==> config.mk <==
export PLATFORM = sky130hd
export DESIGN_NAME = player_ctrl
export DESIGN_NICKNAME = d
export VERILOG_FILES = /design/src/rtl/player_ctrl.sv
export SDC_FILE = /design/constraint.sdc
export NUM_CORES = 1
export LEC_CHECK = 0
export CORE_MARGIN = 2
export CORE_UTILIZATION = 50
export CTS_CLUSTER_DIAMETER = 80
export CTS_CLUSTER_SIZE = 25
export DETAILED_ROUTE_END_ITERATION = 10
export PLACE_DENSITY_LB_ADDON = 0.12
export SKIP_LAST_GASP = 1
export SLEW_MARGIN = 0
export SYNTH_ARGS = -nofsm -noshare
export SYNTH_HDL_FRONTEND = slang
export SYNTH_SLANG_ARGS = --single-unit
==> constraint.sdc <==
create_clock -name clk -period 4.8 [get_ports clk]
set_clock_uncertainty 0.1 [all_clocks]
set_input_delay 0.72 -clock clk [delete_from_list [all_inputs] [get_ports clk]]
set_output_delay 0.72 -clock clk [all_outputs]
set_load 0.01 [all_outputs]
==> src/rtl/player_ctrl.sv <==
// player_ctrl: user-control front end for the PWM music player.
//
// Debounces the two board buttons and classifies each press as short or
// long. Runs the STOP/LOAD/PLAY/PAUSE transport state machine and drives the
// volume, the player's reset and the active-low status LEDs. Lives in the
// PLL output clock domain, between the board pins and the Player instance.
//
// Ports:
//   clk          system clock
//   reset        asynchronous active-low reset (deassertion synchronised inside)
//   btn[1:0]     raw buttons, active-low; btn[0] = transport, btn[1] = volume/restart
//   track_done   one-cycle pulse from the player at end of track
//   player_reset active-high reset to the player (STOP and LOAD)
//   play_en      player run enable (PLAY only)
//   track_sel    selected track index
//   volume       volume level, wraps at the top
//   led          status LEDs, active-low: [LED_WIDTH-1]=PLAY, [LED_WIDTH-2]=PAUSE,
//                low bits show track_sel
module player_ctrl #(
  parameter int CLK_FREQ          = 50000000,
  parameter int DEBOUNCE_CYCLES   = 1000000,
  parameter int LONG_PRESS_CYCLES = 40000000,
  parameter int NUM_TRACKS        = 4,
  parameter int VOLUME_BITS       = 3,
  parameter int VOL_RESET         = 4,
  parameter int RESET_CYCLES      = 4,
  parameter int AUTO_ADVANCE      = 1,
  parameter int LED_WIDTH         = 6
) (
  input  logic                          clk,
  input  logic                          reset,
  input  logic [1:0]                    btn,
  input  logic                          track_done,
  output logic                          player_reset,
  output logic                          play_en,
  output logic [$clog2(NUM_TRACKS)-1:0] track_sel,
  output logic [VOLUME_BITS-1:0]        volume,
  output logic [LED_WIDTH-1:0]          led
);

  localparam int TW     = $clog2(NUM_TRACKS);
  localparam int DEB_W  = $clog2(DEBOUNCE_CYCLES + 1);
  localparam int HOLD_W = $clog2(LONG_PRESS_CYCLES + 1);
  localparam int LOAD_W = $clog2(RESET_CYCLES + 1);

  // A degenerate debounce length or clock setting collapses to
  // "accept on the first differing cycle".
  localparam int DEB_LAST_I = (DEBOUNCE_CYCLES < 1 || CLK_FREQ < 1) ? 0 : DEBOUNCE_CYCLES - 1;

  localparam logic [DEB_W-1:0]  DEB_LAST  = DEB_W'(DEB_LAST_I);
  localparam logic [HOLD_W-1:0] HOLD_MAX  = HOLD_W'(LONG_PRESS_CYCLES);
  localparam logic [HOLD_W-1:0] HOLD_LAST = HOLD_W'(LONG_PRESS_CYCLES - 1);
  localparam logic [LOAD_W-1:0] LOAD_LAST = LOAD_W'(RESET_CYCLES - 1);
  localparam logic [TW-1:0]     TRK_LAST  = TW'(NUM_TRACKS - 1);

  typedef enum logic [1:0] {
    ST_STOP,
    ST_LOAD,
    ST_PLAY,
    ST_PAUSE
  } state_t;

  // Reset: asserts immediately, releases two clocks later so every flop
  // leaves reset on the same edge.
  logic rst_meta;
  logic rst_sync;

  always_ff @(posedge clk or negedge reset) begin
    if (!reset) begin
      rst_meta <= 1'b0;
      rst_sync <= 1'b0;
    end else begin
      rst_meta <= 1'b1;
      rst_sync <= rst_meta;
    end
  end

  // Button synchronisers, debouncers and hold counters. Levels idle high
  // (released); the accepted level only moves after DEBOUNCE_CYCLES
  // consecutive cycles of the synchronised level disagreeing with it.
  logic [1:0]        sync_meta;
  logic [1:0]        sync_lvl;
  logic [1:0]        stable;
  logic [DEB_W-1:0]  deb_cnt  [2];
  logic [HOLD_W-1:0] hold_cnt [2];

  always_ff @(posedge clk or negedge rst_sync) begin
    if (!rst_sync) begin
      sync_meta <= 2'b11;
      sync_lvl  <= 2'b11;
      stable    <= 2'b11;
      for (int i = 0; i < 2; i++) begin
        deb_cnt[i]  <= '0;
        hold_cnt[i] <= '0;
      end
    end else begin
      sync_meta <= btn;
      sync_lvl  <= sync_meta;
      for (int i = 0; i < 2; i++) begin
        if (sync_lvl[i] == stable[i]) begin
          deb_cnt[i] <= '0;
        end else if (deb_cnt[i] == DEB_LAST) begin
          deb_cnt[i] <= '0;
          stable[i]  <= sync_lvl[i];
        end else begin
          deb_cnt[i] <= deb_cnt[i] + 1'b1;
        end

        // Saturating at HOLD_MAX doubles as the "long already fired" flag.
        if (stable[i]) begin
          hold_cnt[i] <= '0;
        end else if (hold_cnt[i] != HOLD_MAX) begin
          hold_cnt[i] <= hold_cnt[i] + 1'b1;
        end
      end
    end
  end

  logic [1:0] accept;
  logic [1:0] short_evt;
  logic [1:0] long_evt;

  always_comb begin
    accept    = 2'b00;
    short_evt = 2'b00;
    long_evt  = 2'b00;
    for (int i = 0; i < 2; i++) begin
      accept[i]    = (sync_lvl[i] != stable[i]) && (deb_cnt[i] == DEB_LAST);
      long_evt[i]  = !stable[i] && (hold_cnt[i] == HOLD_LAST);
      // Release accepted and no long event for this press (earlier or now).
      short_evt[i] = accept[i] && !stable[i] && (hold_cnt[i] != HOLD_MAX) && !long_evt[i];
    end
  end

  function automatic logic [TW-1:0] next_track(input logic [TW-1:0] t);
    return (t == TRK_LAST) ? '0 : t + 1'b1;
  endfunction

  function automatic logic [LED_WIDTH-1:0] build_led(input state_t s, input logic [TW-1:0] t);
    logic [LED_WIDTH-1:0] l;
    l                = '1;
    l[LED_WIDTH-1]   = (s != ST_PLAY);
    l[LED_WIDTH-2]   = (s != ST_PAUSE);
    for (int i = 0; i < TW; i++) begin
      l[i] = ~t[i];
    end
    return l;
  endfunction

  // Transport FSM. Outputs are registered from the current state, so they
  // follow a state change one cycle later. Within one cycle btn0 events beat
  // btn1 long, which beats track_done; losers are simply dropped.
  state_t            state;
  logic [LOAD_W-1:0] load_cnt;

  always_ff @(posedge clk or negedge rst_sync) begin
    if (!rst_sync) begin
      state        <= ST_STOP;
      load_cnt     <= '0;
      track_sel    <= '0;
      volume       <= VOLUME_BITS'(VOL_RESET);
      play_en      <= 1'b0;
      player_reset <= 1'b1;
      led          <= '1;
    end else begin
      play_en      <= (state == ST_PLAY);
      player_reset <= (state == ST_STOP) || (state == ST_LOAD);
      led          <= build_led(state, track_sel);

      // Volume runs beside the FSM and is never blocked by it.
      if (short_evt[1]) begin
        volume <= volume + 1'b1;
      end

      case (state)
        ST_STOP: begin
          if (short_evt[0]) begin
            state    <= ST_LOAD;
            load_cnt <= '0;
          end else if (long_evt[0]) begin
            track_sel <= next_track(track_sel);
          end
        end
        ST_LOAD: begin
          if (load_cnt == LOAD_LAST) begin
            state <= ST_PLAY;
          end else begin
            load_cnt <= load_cnt + 1'b1;
          end
        end
        ST_PLAY: begin
          if (short_evt[0]) begin
            state <= ST_PAUSE;
          end else if (long_evt[0]) begin
            track_sel <= next_track(track_sel);
            state     <= ST_LOAD;
            load_cnt  <= '0;
          end else if (long_evt[1]) begin
            state    <= ST_LOAD;
            load_cnt <= '0;
          end else if (track_done) begin
            if (AUTO_ADVANCE != 0) begin
              track_sel <= next_track(track_sel);
              state     <= ST_LOAD;
              load_cnt  <= '0;
            end else begin
              state <= ST_STOP;
            end
          end
        end
        ST_PAUSE: begin
          if (short_evt[0]) begin
            state <= ST_PLAY;
          end else if (long_evt[0]) begin
            track_sel <= next_track(track_sel);
            state     <= ST_LOAD;
            load_cnt  <= '0;
          end else if (long_evt[1]) begin
            state    <= ST_LOAD;
            load_cnt <= '0;
          end
        end
        default: state <= ST_STOP;
      endcase
    end
  end

endmodule

==> impl_metrics.py <==
metrics = {
    "power": {
        "totalPowerFinal_mw": 2.28,
        "swShare_pct": 20.0,
        "power_leakage_nw": 2.87,
        "vdd_drop_max_mv": 0.201,
        "p_switching_mw": 0.457,
        "p_int_mw": 1.82,
        "p_seq_share_pct": 44.0,
        "clock_power_share_pct": 54.8,
        "pwr_density_cell_nw_per_um2": 347,
        "p_comb_share_pct": 1.2,
    },
    "sta": {
        "finalHoldViolCount": 0,
        "tns_ns": 0,
        "rsz0062_at_grt": "false",
        "slew_viol_final": 0,
        "holdWs_ns": 0.254,
        "fin_crit_sh_pct": 52.9,
        "fin_crit_ns": 2.54,
        "timing.fmax_mhz": 394,
        "worst_pin_slew_ns": 0.923,
        "slew_headroom_pct": 38.5,
        "finalSetupViolCount": 0,
    },
    "drt": {
        "wire_per_inst_microns": 14.1,
        "first_iter_violations": 198,
        "first_pass_iters": 7,
        "ant_nets": 0,
        "drc": 0,
        "viasPerCell": 5.36,
        "wl_microns": 10300,
        "vias": 3937,
    },
    "clocking": {
        "postCtsSetupRepairBufs": 0,
        "cts_tree": "done",
        "ctsHoldBuffers": 0,
        "cts_sinks": 116,
        "numCtsBuffers": 17,
        "cts_max_level": 4,
        "cts_root_buf": "clkbuf_16",
        "cts_resized": 0,
        "clockBufferDepth": 2,
        "path_clk_slew_ns": 0.05,
        "clock_latency_ns": 0.41,
    },
    "floorplan": {
        "die_y_microns": 111,
        "die_x_microns": 111,
        "core_area_sq_um": 11000,
        "pin_count": 18,
        "start_util_pct": 51.8,
        "die_area_sq_um": 12300,
        "num_rows": 38,
    },
    "synthesis": {
        "syn_area_per_cell_sq_um": 10.2,
        "async_reset_ff_share_pct": 100,
        "synthFlopType": "dfrtp_1",
        "synth_edf_count": 0,
        "synth_seq_cells": 116,
        "yosys_warnings": 0,
        "synth_cell_types": 52,
        "syn_area_sq_um": 5690,
        "syn_inst": 559,
        "yosysSeqAreaShare_pct": 51.3,
    },
    "worst_setup_path": {
        "cp-end-kind": "flip-flop",
        "cp_data_arrival_time_ns": 2.73,
        "max_stage_delay_ns": 0.55,
        "crit_type": "flip-flop to flip-flop",
        "cp_max_fo": 7,
        "crit_required_ns": 5.00,
        "startpoint_type": "flip-flop",
        "crit_slowest_cell": "or4_1",
        "path_cells": "or4_1 -> nor4_2 -> o2111ai_2 -> o21ai_0 -> and3_4 -> mux2_4",
    },
    "grt": {
        "antenna_found_initial": 0,
        "grt_pass1_wl_microns": 18300,
        "grt_pass1_vias": 3925,
        "grt_max_degree": 76,
        "grt_overflow_total": 0,
        "grtUsageTotal_pct": 18.3,
    },
    "cells_and_area": {
        "num_antenna_cells": 0,
        "fillers": 912,
        "layout-drive-gt1-share_pct": 10.4,
        "seqCellArea_sq_um": 2920,
        "multi_input_area_sq_um": 2650,
        "mostFrequentLayoutCells": "dfrtp_1, nor2_1, xor2_1, nand2_1, nand3_1",
        "area_growth_pct": 15.4,
        "layout_commonest_cell": "dfrtp_1",
        "nNetsFinal": 601,
        "finish.instance_area_sq_um": 6570,
    },
    "job": {
        "cap_violations": 0,
    },
    "place": {
        "postPlaceCellArea_sq_um": 5970,
        "io_buffers": 15,
        "hpwlAfterDp_microns": 6730,
        "gp_congestion": 0.778,
    },
    "outcome": {
        "outcome": "finished clean",
    },
    "min_path": {
        "hold_class": "flip-flop to flip-flop",
    },
}
-- sequential cells by signal, summed over array words and instances, names as in the netlist --
| name | count |
|---|---|
| deb_cnt | 40 |
| hold_cnt | 52 |
| led | 4 |
| load_cnt | 3 |
| play_en | 1 |
| player_reset | 1 |
| rst_meta | 1 |
| rst_sync | 1 |
| stable | 2 |
| state | 2 |
| sync_lvl | 2 |
| sync_meta | 2 |
| track_sel | 2 |
| volume | 3 |
-- cell usage after synthesis (3+ instances only) --
library cell / n / area, sq um
and4_1: 10 / 87.6
a21oi_1: 10 / 50.1
nand2b_1: 5 / 31.3
dfrtp_1: 104 / 2600
nor2_1: 102 / 383
nand3_1: 27 / 135
xor2_1: 53 / 464
nor3_1: 11 / 55.1
nand4_1: 19 / 119
ha_1: 14 / 175
or4_1: 3 / 22.5
mux2i_1: 7 / 70.1
nor4_1: 4 / 25.0
xnor2_1: 26 / 228
and3_1: 14 / 87.6
buf_4: 3 / 22.5
dfstp_2: 12 / 315
nor2b_1: 5 / 31.3
mux2_2: 4 / 45.0
nor4_2: 3 / 37.5
o21ai_0: 9 / 45.0
clkbuf_1: 7 / 26.3
nor4b_1: 4 / 35.0
nand2_1: 45 / 169
inv_1: 16 / 60.1
or3_1: 9 / 56.3
nand4b_1: 3 / 26.3
-- through the flow --
step	utilization (%)	worst slack, ns	std cells
after floorplan	-	1.25	561
after global placement	54.3	2.30	703
after detailed placement	54.3	2.27	703
after CTS	59.8	2.26	735
after global routing	59.8	2.02	735
final	59.8	2.26	735
-- per-layer routing --
layer	GRT usage (%)	share of wire, %
met1	25.2	50
met2	27.9	46
met3	5.08	3.1
met4	7.00	1.6
met5	0	0
-- power by group through the flow --
stage	Clock (mW)	Sequential [mW]	Combinational [mW]
floorplan	0	1.02	0.0139
global placement	0	1.02	0.0265
detailed placement	0	1.02	0.0269
CTS	1.28	1.00	0.0276
global route	1.33	1.01	0.0308
finish	1.25	1.00	0.0266
-- cells by family (layout without fill, tap and decap cells) --
group           count (synthesis)  in the layout  synth area share, %
buf+inv                        30             64                 2.22
simple gates                  278            278                 25.6
xor+xnor                       79             79                 12.2
other cells                     1              3               0.0659
flops                         116            116                 51.3
compound gates                 28             28                 3.12
fa+ha+maj                      14             14                 3.08
mux                            13             13                 2.48
-- critical path, delay by kind of cell, from the launching register on --
kind | cells | cell delay, ns
compound gates | 2 | 0.55
mux | 1 | 0.30
flops | 1 | 0.41
simple gates | 3 | 1.06
-- final cells by class --
class	count	area share (%)
repair buffers	16	2.40
clock buffers	24	7.64
flip-flops and latches	116	44.5
inverters	16	0.914
multi-input cells	415	40.4
well taps	140	2.67
clock inverters	8	1.49
-- path summary, 6_finish.rpt --
path                         startpoint      endpoint  slack, ns  depth (start not counted)
hold / removal             sync_meta[0]   sync_lvl[0]       0.25                          0
hold reg to reg            sync_meta[0]   sync_lvl[0]       0.25                          0
max in group asynchronous      rst_sync  hold_cnt[39]       3.16                          1
setup / recovery            deb_cnt[26]   load_cnt[0]       2.26                          6
setup reg to reg            deb_cnt[26]   load_cnt[0]       2.26                          6
min in group asynchronous         reset      rst_meta       0.36                          1
(Power assumes the default switching activity.)
